**config.mk**
```make
export PLATFORM = sky130hd
export DESIGN_NAME = ibex_pmp_check_arbiter
export DESIGN_NICKNAME = d
export VERILOG_FILES = /design/src/rtl/ibex_pmp_check_arbiter.sv
export SDC_FILE = /design/constraint.sdc
export NUM_CORES = 1
export LEC_CHECK = 0
export BUFFER_PORTS_ARGS = -buffer_cell sky130_fd_sc_hd__buf_2
export CAP_MARGIN = 20
export CELL_PAD_IN_SITES_DETAIL_PLACEMENT = 1
export CELL_PAD_IN_SITES_GLOBAL_PLACEMENT = 1
export CORE_UTILIZATION = 25
export CTS_CLUSTER_SIZE = 16
export DETAILED_ROUTE_END_ITERATION = 8
export GPL_ROUTABILITY_DRIVEN = 0
export PLACE_DENSITY_LB_ADDON = 0.1
export SLEW_MARGIN = 10
export SYNTH_ARGS = -nofsm -noshare
export SYNTH_HDL_FRONTEND = slang
export SYNTH_SLANG_ARGS = --single-unit
```
**constraint.sdc**
```tcl
create_clock -name clk_i -period 3.9 [get_ports clk_i]
set_input_delay 0.39 -clock clk_i [delete_from_list [all_inputs] [get_ports clk_i]]
set_output_delay 0.39 -clock clk_i [all_outputs]
set_load 0.05 [all_outputs]
```
**src/rtl/ibex_pmp_check_arbiter.sv**
```systemverilog
// rtl/ibex_pmp_check_arbiter.sv - round-robin arbiter sharing one PMP check channel
// Two-stage pipeline: stage C drives the PMP channel, stage R returns the verdict.
module ibex_pmp_check_arbiter #(
  parameter int unsigned NumReq = 3,
  parameter int unsigned IdW    = $clog2(NumReq)
) (
  input  logic                   clk_i,
  input  logic                   rst_i,
  input  logic [NumReq-1:0]      req_valid_i,
  output logic [NumReq-1:0]      req_ready_o,
  input  logic [NumReq*34-1:0]   req_addr_i,
  input  logic [NumReq*2-1:0]    req_type_i,
  input  logic [NumReq*2-1:0]    req_priv_i,
  output logic [33:0]            pmp_req_addr_o,
  output logic [1:0]             pmp_req_type_o,
  output logic [1:0]             pmp_priv_mode_o,
  input  logic                   pmp_req_err_i,
  output logic                   rsp_valid_o,
  input  logic                   rsp_ready_i,
  output logic [IdW-1:0]         rsp_id_o,
  output logic                   rsp_err_o,
  output logic                   busy_o,
  output logic [7:0]             fault_cnt_o
);

  localparam logic [IdW:0] NumReqW = (IdW+1)'(NumReq);

  logic             c_valid_q, r_valid_q, r_err_q;
  logic [IdW-1:0]   c_id_q, r_id_q, ptr_q, ptr_d;
  logic [33:0]      c_addr_q;
  logic [1:0]       c_type_q, c_priv_q;
  logic [7:0]       fault_cnt_q, fault_cnt_d;

  logic [NumReq-1:0] valid_rot;
  logic             cand_valid, r_free, c_move, c_free, accept, rsp_fire;
  logic [IdW-1:0]   cand_off, cand_id;
  logic [33:0]      win_addr;
  logic [1:0]       win_type, win_priv;

  // Modular add keeps every index inside 0..NumReq-1 for non-power-of-two NumReq.
  function automatic logic [IdW-1:0] wrap_add(input logic [IdW-1:0] a, input logic [IdW-1:0] b);
    logic [IdW:0] s;
    s = {1'b0, a} + {1'b0, b};
    if (s >= NumReqW) s = s - NumReqW;
    return s[IdW-1:0];
  endfunction

  always_comb begin
    valid_rot = '0;
    for (int i = 0; i < NumReq; i++) begin
      valid_rot[i] = req_valid_i[wrap_add(ptr_q, IdW'(i))];
    end
  end

  // Lowest rotated offset wins, so the search starts at ptr.
  always_comb begin
    cand_valid = 1'b0;
    cand_off   = '0;
    for (int i = NumReq - 1; i >= 0; i--) begin
      if (valid_rot[i]) begin
        cand_valid = 1'b1;
        cand_off   = IdW'(i);
      end
    end
  end

  assign cand_id  = wrap_add(ptr_q, cand_off);
  assign r_free   = !r_valid_q || rsp_ready_i;
  assign c_move   = c_valid_q && r_free;
  assign c_free   = !c_valid_q || c_move;
  assign rsp_fire = r_valid_q && rsp_ready_i;

  always_comb begin
    req_ready_o = '0;
    win_addr    = '0;
    win_type    = '0;
    win_priv    = '0;
    for (int k = 0; k < NumReq; k++) begin
      if (cand_id == IdW'(k)) begin
        win_addr = req_addr_i[34*k +: 34];
        win_type = req_type_i[2*k +: 2];
        win_priv = req_priv_i[2*k +: 2];
      end
      req_ready_o[k] = c_free && cand_valid && (cand_id == IdW'(k)) && req_valid_i[k];
    end
  end

  assign accept      = |req_ready_o;
  assign ptr_d       = wrap_add(cand_id, IdW'(1));
  assign fault_cnt_d = (rsp_fire && r_err_q && fault_cnt_q != 8'hFF) ? fault_cnt_q + 8'd1
                                                                     : fault_cnt_q;

  always_ff @(posedge clk_i) begin
    if (rst_i) begin
      c_valid_q   <= 1'b0;
      r_valid_q   <= 1'b0;
      ptr_q       <= '0;
      c_id_q      <= '0;
      c_addr_q    <= '0;
      c_type_q    <= '0;
      c_priv_q    <= '0;
      r_id_q      <= '0;
      r_err_q     <= 1'b0;
      fault_cnt_q <= '0;
    end else begin
      if (accept) begin
        c_id_q   <= cand_id;
        c_addr_q <= win_addr;
        c_type_q <= win_type;
        c_priv_q <= win_priv;
        ptr_q    <= ptr_d;
      end
      if (c_move) begin
        r_id_q  <= c_id_q;
        r_err_q <= pmp_req_err_i;
      end
      if (accept)      c_valid_q <= 1'b1;
      else if (c_move) c_valid_q <= 1'b0;
      if (c_move)        r_valid_q <= 1'b1;
      else if (rsp_fire) r_valid_q <= 1'b0;
      fault_cnt_q <= fault_cnt_d;
    end
  end

  assign pmp_req_addr_o  = c_addr_q;
  assign pmp_req_type_o  = c_type_q;
  assign pmp_priv_mode_o = c_priv_q;
  assign rsp_valid_o     = r_valid_q;
  assign rsp_id_o        = r_id_q;
  assign rsp_err_o       = r_err_q;
  assign busy_o          = c_valid_q || r_valid_q;
  assign fault_cnt_o     = fault_cnt_q;

endmodule

```
# After elaboration in Yosys (flattened, before gate mapping)
# Cells that the tools add are included.
[totals] romBits=0 n_memories=0 word_cells=81 ram_bits=0 out_inout_bits=54 latchBits=0 register_bits=55
[classes] n_eq_ne=3 n_addsub=10 muxes=30 shift=0 magnitude_cmp=8 mul=0 n_reduce_logical=20 bitwise_logic=0 div_mod_pow=0
[op_table] cell="34-bit 2-to-1 mux" n=3
[op_table] cell="2-bit 2-to-1 mux" n=14
[op_table] cell="3-bit by 2-bit greater-or-equal comparator with 1-bit output, second input constant" n=4
[op_table] cell="1-bit logical AND" n=11
[op_table] cell="1-bit 2-to-1 mux" n=10
[op_table] cell="2-bit subtractor, second input constant" n=5
[op_table] cell="2-bit by 3-bit < comparator with 1-bit output, second input constant" n=3
[op_table] cell="8-bit by 1-bit adder with 8-bit output, second input constant" n=1
[op_table] cell="8-bit != test, second input constant" n=1
[op_table] cell="2-bit by 1-bit adder with 3-bit output, second input constant" n=2
[op_table] cell="1-bit binary-select mux with 2-bit select" n=3
[op_table] cell="2-bit nonzero test" n=2
[op_table] cell="2-bit by 2-bit adder with 3-bit output" n=1
[op_table] cell="2-bit by 2-bit adder with 3-bit output, second input constant" n=1
[op_table] cell="1-bit logical OR" n=3
[op_table] cell="3-bit OR reduction" n=1
[op_table] cell="2-bit by 1-bit == test with 1-bit output, second input constant" n=1
[op_table] cell="2-bit == test, second input constant" n=1
[op_table] cell="2-bit greater-or-equal comparator, second input constant" n=1
[op_table] cell="1-bit logical NOT" n=2
[op_table] cell="2-bit logical NOT" n=1

# Logic depth before layout (Yosys ltp)
# Gate-level depths: netlist of run 1.
[logic_depth] depth_word=16 ltp_mapped=20

# Worst setup path after synthesis of run 1
# OpenSTA, ideal clock, no wires.
[synth_path] path_type="flip-flop to output port" start="register ptr_q[0]" end="output req_ready_o[1]" required_ns=3.510 path_stages_with_launch=17 arrival_time_ns=3.987 slack_ns=-0.477 cell_sequence="dfxtp_1 inv_1 ha_1 mux2i_1 o22ai_2 nor2b_1 ha_1 inv_1 fa_1 inv_1 ha_1 o21ai_0 ha_1 clkbuf_1 clkbuf_1 nand2_1 nor2_1"
[synth_via] elab_chain_cells=14 word_cells_on_any_way=31
[synth_rtl] element="from (decl)" line_no="29" source="logic [IdW-1:0] c_id_q, r_id_q, ptr_q, ptr_d;"
[synth_rtl] element="from (signal assigned)" line_no="111" source="ptr_q <= ptr_d;"
[synth_rtl] element="2-bit by 2-bit adder with 3-bit output" line_no="43" source="s = {1'b0, a} + {1'b0, b};"
[synth_rtl] element="3-bit by 2-bit greater-or-equal comparator with 1-bit output / 2-bit subtractor (equally long branches)" line_no="44" source="if (s >= NumReqW) s = s - NumReqW;"
[synth_rtl] element="2-bit 2-to-1 mux" line_no="44"
[synth_rtl] element="1-bit binary-select mux with 2-bit select" line_no="51" source="valid_rot[i] = req_valid_i[wrap_add(ptr_q, IdW'(i))];"
[synth_rtl] element="1-bit 2-to-1 mux (not written as such)" line_no="51"
[synth_rtl] element="2-bit 2-to-1 mux (3 in series)" line_no="60" source="if (valid_rot[i]) begin"
[synth_rtl] element="2-bit by 2-bit adder with 3-bit output" line_no="43"
[synth_rtl] element="3-bit by 2-bit greater-or-equal comparator with 1-bit output / 2-bit subtractor (equally long branches)" line_no="44"
[synth_rtl] element="2-bit 2-to-1 mux" line_no="44"
[synth_rtl] element="2-bit by 1-bit == test with 1-bit output" line_no="84" source="req_ready_o[k] = c_free && cand_valid && (cand_id == IdW'(k)) && req_valid_i[k];"
[synth_rtl] element="1-bit logical AND (*) (2 in series)" line_no="84"
[synth_rtl] element="to (decl)" line_no="10" source="output logic [NumReq-1:0] req_ready_o,"
# Mark *: on every way between the ends. The rest lies on a longest branch, timed or not. The select of a mux whose other input is x is not followed.

# Final worst setup path of run 1
[layout_path] start="register ptr_q[0]" end="output req_ready_o[1]"
[layout_via] elab_chain_cells=14 word_cells_on_any_way=31
[layout_rtl] element="2-bit by 2-bit adder with 3-bit output" line_no="43"
[layout_rtl] element="3-bit by 2-bit greater-or-equal comparator with 1-bit output / 2-bit subtractor (equally long branches)" line_no="44"
[layout_rtl] element="2-bit 2-to-1 mux" line_no="44"
[layout_rtl] element="1-bit binary-select mux with 2-bit select" line_no="51"
[layout_rtl] element="1-bit 2-to-1 mux (not written as such)" line_no="51"
[layout_rtl] element="2-bit 2-to-1 mux (3 in series)" line_no="60"
[layout_rtl] element="2-bit by 2-bit adder with 3-bit output (*)" line_no="43"
[layout_rtl] element="3-bit by 2-bit greater-or-equal comparator with 1-bit output" line_no="44"
[layout_rtl] element="2-bit 2-to-1 mux (*)" line_no="44"
[layout_rtl] element="named net cand_id[0]" line_no="36" source="logic [IdW-1:0] cand_off, cand_id;"
[layout_rtl] element="2-bit by 1-bit == test with 1-bit output (*)" line_no="84"
[layout_rtl] element="1-bit logical AND (*) (2 in series)" line_no="84"
# The timed path passes the listed nets; every way through them passes the cells marked *. The select of a mux whose other input is x is not followed.

==> results of run 1 <==
-- per-layer routing --
metal,GRT usage,vias to the layer above
li1,-,1737
met1,0.216,1670
met2,0.319,110
met3,0.0407,6
met4,0.0405,0
met5,0,-
-- kinds of logic (layout without fill, tap and decap cells) --
group / after synthesis / count (layout) / share of synthesized area
flip-flops: 55 / 55 / 0.333
adder cells (fa/ha/maj): 10 / 10 / 0.0402
AND/OR/NAND/NOR: 157 / 158 / 0.237
XOR/XNOR: 3 / 3 / 0.00796
AO/OA/AOI/OAI: 63 / 63 / 0.182
buffers and inverters: 40 / 225 / 0.0568
multiplexers: 47 / 47 / 0.142
-- timing repair --
| action | in CTS | in global routing |
|---|---|---|
| cloned | 6 | 0 |
| setup buffers | 16 | 4 |
| setup endpoints to repair | 46 | 46 |
| pin swaps | 7 | 15 |
| gates resized for setup | 28 | 11 |
-- synth_stat cells, types with 2 or more instances --
cell	number
buf_2	3
buf_8	2
ha_1	9
a21oi_1	5
nor2_1	13
inv_1	9
nand2_1	50
o221a_1	2
xnor2_1	3
mux2i_1	47
dfxtp_1	55
o22ai_2	3
nor3b_1	2
nor2b_1	3
nand3_1	41
a221o_1	38
clkbuf_1	24
nand2b_1	41
or4_1	2
nand4_1	2
o41ai_1	2
-- power by group --
part	internal (mW)	switching, mW	total [mW]	leakage, nW
registers	0.680	0.0518	0.731	0.450
clock network	0.258	0.214	0.472	0.0741
logic	2.82	2.86	5.67	1.85
total	3.75	3.12	6.88	2.37
-- sequential cells by signal (all words and copies together) (netlist names) --
register and cells:
c_id_q 2, c_valid_q 1, fault_cnt_o 8, pmp_priv_mode_o 2
pmp_req_addr_o 34, pmp_req_type_o 2, ptr_q 2, rsp_err_o 1
rsp_id_o 2, rsp_valid_o 1
-- through the flow --
stage | cell area, um^2 | cells
2_1_floorplan | 3350 | 375
3_3_place_gp | 4410 | 701
3_5_place_dp | 4410 | 701
4_1_cts | 4960 | 730
5_1_grt | 5020 | 733
6_report | 5020 | 733
-- area by class of cell --
class,count,area (um^2),area share
Clock buffer,7,143,0.0284
Multi-Input combinational cell,281,2170,0.432
Sequential cell,55,1110,0.220
Timing Repair Buffer,208,1350,0.268
Tap cell,172,215,0.0428
Inverter,9,33.8,0.00672
Clock inverter,1,8.76,0.00174
-- worst min-delay path, delay by kind of cell --
| family | cells | cell delay (ns) |
|---|---|---|
| simple gates | 1 | 0.08 |
| mux | 1 | 0.06 |
| buf+inv | 1 | 0.09 |
-- path summary, 6_finish.rpt --
| path | end | slack [ns] |
|---|---|---|
| max | req_ready_o[1] | -0.16 |
| min | rsp_err_o | 0.35 |
| max reg2reg | pmp_req_addr_o[24] | -0.13 |
| min reg2reg | pmp_req_addr_o[17] | 0.46 |
==> results.cfg, run 1 <==
[outcome]
run_status = finished, violations left
violations = negative setup slack

[hold_path]
worstHoldStart = pmp_req_err_i
whs_path_depth = 3
hp-class = in -> reg

[setup_path]
crit_arrival_ns = 3.67
crit_chain = inv_2, ha_4, mux2i_2, o22ai_2, buf_6, nor2_4, nand2_2, fa_1, inv_2, ha_4, nand3b_1, a21oi_2, buf_4, ha_4, buf_4, buf_12, buf_12, nand2_2, nor2_4, buf_6
path_common_cell = ha_4
cp-end-kind = output port
crit_family = adder cells
rr_worst_depth = 21
critPathRequiredTime_ns = 3.51
critical_path_class = reg -> out
critPathLaunch = ptr_q[0]
cp_max_fo = 3
path_depth = 20
rr_startpoint = ptr_q[0]
cp_slowest_stage_delay_ns = 0.55
slowest_stage = fa_1
cp_num_buf_inv = 8
start_kind = flop

[timing]
fmax_ghz = 0.246
finalHoldViolCount = 0
post-route-period-util = 1.04
clock_skew_ns = 0.00569
drv_slew = 0
rsz0062_at_grt = true
slew_headroom = 0.301
fin_crit_ns = 4.06
setup-violations-final = 43
tns_ns = -4.28
hold_slack_ns = 0.350
tightest_slew_ns = 1.05
fin_ws_ns = -0.161

[cells_and_area]
final_core_util = 0.393
nNetsFinal = 691
final_common_cell = buf_2
final_cell_mix = 171 x buf_2, 53 x dfxtp_1, 47 x nand2_1
num-fill-cells = 1512
drive_above_1_share = 0.446
area_growth_pct = 52.2
n_antenna_cell = 0

[logic_synthesis]
synth_seq_area_share = 0.333
synth_edf_count = 0
synthTopCellsByArea = dfxtp_1 33%, mux2i_1 14%, a221o_1 12%
yosysTopAreaCellShare = 0.333
syn_nets = 506
ys_ff_latch = 55
netlist_instances = 375
synth.avg_cell_area_um2 = 8.81
yosys_warnings = 0
netlist_area_um2 = 3300
yosysTopAreaCell = dfxtp_1
synth_flop_cell = dfxtp_1
ys_types = 40
async_flop_share = 0

[die]
pin_count = 175
die_x_um = 117
core_um2 = 12800
initial_core_util = 0.258
die_h_um = 117
rows = 41
die-area_um2 = 13700

[routing]
viasPerCell = 4.81
wl_met2_mm = 6.08
route.detailed.drc = 0
first_iter_violations = 139
wl_met3_um = 665
antenna_left = 0
routed.top_layer = met4
m1WireLength_mm = 5.24
dr.pass1.iters = 4
drt-total-wl_mm = 12.1
vias = 3523
wire_per_inst_um = 16.5

[placed_design]
dp_hpwl_mm = 7.91
pre_cts_slack_ns = -0.337
port-buffer-count = 174

[clocking]
cts-root-buf = clkbuf_16
cts_buffers = 5
clockBufferDepth = 2
cts_tree = yes
cts_hold_buf = 0
cts.clk_slew.worst_paths_ns = 0.07
cts_sinks = 55
cts-htree-levels = 2
clock_latency_ns = 0.30

[power]
ir_worst_vdd_v = 0.000509
power_mw = 6.88
p_leak_nw = 2.37
power_density_nw_per_um2 = 1370

[global_routing]
grt.total_usage = 0.178
antenna_found_initial = 0
grt_max_degree = 62
grt.overflow.total = 0
grt_pass1_vias = 3617
grt_pass1_wl_mm = 18.6

[flow_run]
maxCapViolCount = 0
Power figures use the tool's default switching activity.
==> run 2: changes to the inputs <==
Settings changed: CORE_MARGIN set to 2, SETUP_SLACK_MARGIN set to 0.4.
==> run 2 against run 1 <==
Effect of this change:
- the flow still finishes with violations (negative setup slack)
- first-iteration DRC count up 5.8%
- critical endpoint is now pmp_req_addr_o[12]
- clock power down 3%
- fmax up 2.7%
- largest cell class unchanged
- worst hold slack worse by 0.020 ns
==> results.cfg, run 2 (same netlist as run 1, synthesis figures left out) <==
[global_routing]
grt.total_usage = 0.178
grt_pass1_wl_mm = 19.9
antenna_found_initial = 1
grt_pass1_vias = 3742
grt.overflow.total = 0
grt_max_degree = 47

[power]
power_density_nw_per_um2 = 1350
ir_worst_vdd_v = 0.000518
p_leak_nw = 2.38

[timing]
tns_ns = -0.349
slew_headroom = 0.448
setup-violations-final = 13
rsz0062_at_grt = true
tightest_slew_ns = 0.827
post-route-period-util = 1.01
finalHoldViolCount = 0
fin_ws_ns = -0.0525
drv_slew = 0
hold_slack_ns = 0.330
fin_crit_ns = 3.95
fmax_ghz = 0.253
clock_skew_ns = 0.00586

[cells_and_area]
nNetsFinal = 693
final_cell_mix = 171 x buf_2, 53 x dfxtp_1, 46 x mux2i_1, 46 x nand2_1
final_common_cell = buf_2
drive_above_1_share = 0.455
largest_reg_flops = 34
num-fill-cells = 1532
area_growth_pct = 52.3

[setup_path]
regToRegSetupSlack_ns = -0.05
rr_startpoint = ptr_q[0]
critPathRequiredTime_ns = 4.12
cp_max_fo = 7
cp-end-kind = flop
critical_path_class = reg -> reg
r2r-end = pmp_req_addr_o[12]
rr_worst_depth = 20
crit_arrival_ns = 4.18
start_kind = flop

[outcome]
run_status = finished, violations left
violations = negative setup slack

[clocking]
cts-htree-levels = 2
cts-root-buf = clkbuf_16
cts_tree = yes
cts_buffers = 5
cts_hold_buf = 0
clockBufferDepth = 2
cts_sinks = 55
cts.clk_slew.worst_paths_ns = 0.07
clock_latency_ns = 0.30

[flow_run]
maxCapViolCount = 0

[die]
die_x_um = 119
rows = 41
pin_count = 175
die_h_um = 119
initial_core_util = 0.258
core_um2 = 12800
die-area_um2 = 14100

[routing]
wire_per_inst_um = 17.1
drt-total-wl_mm = 12.6
antenna_left = 0
first_iter_violations = 147
dr.pass1.iters = 4
vias = 3555
viasPerCell = 4.83
route.detailed.drc = 0

[placed_design]
dp_hpwl_mm = 8.36
port-buffer-count = 174

[hold_path]
hp-class = in -> reg
worstHoldStart = pmp_req_err_i
hold_path_end = rsp_err_o
whs_path_depth = 3
## run 2: cell count changes in the layout (fill, tap and decap cells not counted), sizes merged
cell / delta
diode: +1
clkbuf: +1
clkinvlp: +1
## run 2: layout make-up
cell class	count	area, um^2	area share
multi-input cells	281	2210	0.439
clock buffers	6	129	0.0256
repair buffers	210	1330	0.263
well taps	172	215	0.0428
inverters	9	33.8	0.00672
clock inverters	2	12.5	0.00249
flip-flops and latches	55	1100	0.219
diodes	1	2.50	0.000498
## run 2: worst max-delay path by stage
stage	from	to	slack [ns]	cells after the start
global placement	ptr_q[1]	pmp_req_addr_o[15]	-0.11	17
global route	ptr_q[0]	pmp_req_addr_o[12]	-0.30	20
detailed placement	ptr_q[1]	pmp_req_addr_o[5]	-0.28	17
CTS	ptr_q[0]	pmp_req_addr_o[21]	0.03	20
floorplan	ptr_q[0]	pmp_priv_mode_o[1]	0.04	20
finish	ptr_q[0]	pmp_req_addr_o[12]	-0.05	20
## run 2: where the power goes
part	switching [mW]	internal, mW	total, mW	leakage (nW)
Sequential	0.0508	0.678	0.729	0.449
Clock	0.220	0.238	0.458	0.0669
Combinational	2.89	2.73	5.62	1.86
## run 2: critical path, cell delays in order (launching register included)
cell	delay [ns]
dfxtp_2	0.34
inv_2	0.04
ha_4	0.27
mux2i_2	0.21
o22ai_2	0.12
buf_4	0.16
nor2_4	0.08
nand2_2	0.06
fa_1	0.54
inv_2	0.05
ha_4	0.16
nand3b_1	0.20
o21ai_2	0.18
inv_2	0.10
ha_4	0.19
a222oi_1	0.32
buf_4	0.19
a21oi_4	0.04
o31ai_4	0.16
clkbuf_16	0.28
mux2i_1	0.19
## run 2: stage by stage
step                area [um^2]  utilization  power, mW  cells  setup WS, ns
floorplan                  3380            -       4.13    375        0.0365
global placement           4450        0.348       4.94    704        -0.111
detailed placement         4450        0.348       5.03    704        -0.281
CTS                        4920        0.385       6.66    729        0.0251
global route               5030        0.394       7.33    735        -0.298
finish                     5030        0.394       6.81    736       -0.0525
## run 2: timing repair
action                                  4_1_cts  5_1_grt
cloned                                        5        1
pin swaps                                     7        9
gates resized for setup                      28       16
endpoints found under the setup margin       46       46
endpoints found under the hold margin         0        0
buffers inserted                             12        5
## run 2: layer usage
metal | share of wire | vias up | GRT usage
met5 | 0 | - | 0
met4 | 0.0077 | 0 | 0.0379
met3 | 0.060 | 8 | 0.0421
met2 | 0.49 | 117 | 0.311
met1 | 0.44 | 1685 | 0.222
li1 | - | 1745 | -
==> run 3: changes to the inputs <==
Settings changed: TNS_END_PERCENT set to 5.
==> run 3 against run 2 <==
Effect of this change:
- the flow still finishes with violations (negative setup slack)
- global-route usage decreased by 1.0 points
- sequential share of layout area increased by 0.20 points
- worst setup slack got worse by 0.013 ns
- via count decreased by 0.45%
- fmax decreased by 0.33%
- combinational power decreased by 3%
- register-to-register slack about the same
- largest cell class unchanged
- largest power group unchanged
==> results.cfg, run 3 (same netlist as run 1, synthesis figures left out) <==
[clocking]
clockBufferDepth = 2
cts-root-buf = clkbuf_16
cts-htree-levels = 2
cts_hold_buf = 0
cts_buffers = 5
clock_latency_ns = 0.30
cts_tree = yes
cts_sinks = 55
cts.clk_slew.worst_paths_ns = 0.07

[die]
die_h_um = 119
die_x_um = 119
pin_count = 175
initial_core_util = 0.258
rows = 41
die-area_um2 = 14100
core_um2 = 12800

[routing]
viasPerCell = 4.83
drt-total-wl_mm = 12.0
wl_met3_um = 739
wl_met2_mm = 6.03
route.detailed.drc = 0
first_iter_violations = 155
wire_per_inst_um = 16.3
dr.pass1.iters = 4
antenna_left = 0
m1WireLength_mm = 5.01
routed.top_layer = met4
vias = 3539

[hold_path]
hp-class = in -> reg

[placed_design]
dp.cells = 705
port-buffer-count = 174
dp_hpwl_mm = 8.31
place_area_um2 = 4440

[global_routing]
grt_pass1_wl_mm = 19.0
grt_pass1_vias = 3592
grt_max_degree = 67
antenna_found_initial = 1
grt.total_usage = 0.168
grt.overflow.total = 0

[cells_and_area]
area_growth_pct = 50.9
drive_above_1_share = 0.443
final_common_cell = buf_2
largest_reg_flops = 34
final_cell_mix = 171 x buf_2, 53 x dfxtp_1, 48 x nand2_1
final_cells = 733
nNetsFinal = 691
stdcell_area_um2 = 4980
final_core_util = 0.390

[timing]
tns_ns = -1.50
fin_crit_ns = 3.97
rsz0062_at_grt = true
post-route-period-util = 1.02
fmax_ghz = 0.252
fin_ws_ns = -0.0655
finalHoldViolCount = 0
drv_slew = 0
tightest_slew_ns = 0.598
clock_skew_ns = 0.00570
hold_slack_ns = 0.319
setup-violations-final = 40
slew_headroom = 0.600

[setup_path]
critical_path_class = reg -> reg
critPathRequiredTime_ns = 4.14
regToRegSetupSlack_ns = -0.07
crit_arrival_ns = 4.20
start_kind = flop
cp_max_fo = 5
cp-end-kind = flop

[power]
ir_worst_vdd_v = 0.000528
power_density_nw_per_um2 = 1340
p_leak_nw = 2.36

[outcome]
violations = negative setup slack
run_status = finished, violations left

[flow_run]
maxCapViolCount = 0
## run 3: changes by cell type in the layout (fill, tap and decap cells not counted), moves of 3 or more
cell / previous run / this run
buf_16: 0 / 3
nand2_4: 3 / 0
buf_8: 4 / 0
ha_4: 6 / 3
## run 3: final cells by class
cell class	count	area, um^2
inverter	9	33.8
sequential	55	1100
antenna	1	2.50
clock buffer	5	125
multi-input combinational	281	2150
clock inverter	2	37.5
fill	1539	7790
tap	172	215
timing repair buffer	208	1320
## run 3: where the power goes
part | switching, mW | internal [mW] | total, mW
Sequential | 0.0506 | 0.679 | 0.729
Clock | 0.216 | 0.300 | 0.516
Combinational | 2.74 | 2.70 | 5.43
## run 3: per-layer routing
layer / up-vias / GRT usage
li1: 1736 / -
met1: 1684 / 0.196
met2: 109 / 0.298
met3: 10 / 0.0469
met4: 0 / 0.0476
met5: - / 0
## run 3: timing repair
| item | 4_1_cts | 5_1_grt |
|---|---|---|
| setup buffers | 12 | 1 |
| pin swaps | 12 | 7 |
| gates resized for setup | 23 | 7 |
| gates cloned | 5 | 1 |
| endpoints found under the setup margin | 46 | 46 |
## run 3: path summary, 6_finish.rpt
check / end / cells past startpoint / start
max reg2reg: pmp_req_addr_o[0] / 21 / ptr_q[0]
max: pmp_req_addr_o[0] / 21 / ptr_q[0]
min reg2reg: pmp_req_addr_o[24] / 2 / pmp_req_addr_o[24]
min: rsp_err_o / 3 / pmp_req_err_i
## run 3: metrics by stage
stage	power (mW)	setup slack, ns
after global routing	7.22	-0.291
final	6.68	-0.0655
after detailed placement	5.03	-0.367
after floorplan	4.11	0.0329
after global placement	4.94	-0.139
after CTS	6.65	-0.0514
## run 3: critical path, cell delays in order (launching register included)
cell and delay [ns]:
dfxtp_2 0.35, inv_2 0.05, ha_4 0.24, mux2i_2 0.15
o22ai_2 0.20, nor2b_4 0.17, ha_2 0.18, inv_2 0.04
fa_1 0.51, inv_2 0.05, ha_4 0.16, nor3b_4 0.22
a21oi_2 0.06, buf_4 0.15, ha_4 0.17, a222oi_1 0.32
buf_4 0.19, a21oi_4 0.04, o31ai_4 0.11, buf_6 0.20
clkbuf_16 0.16, mux2i_1 0.17
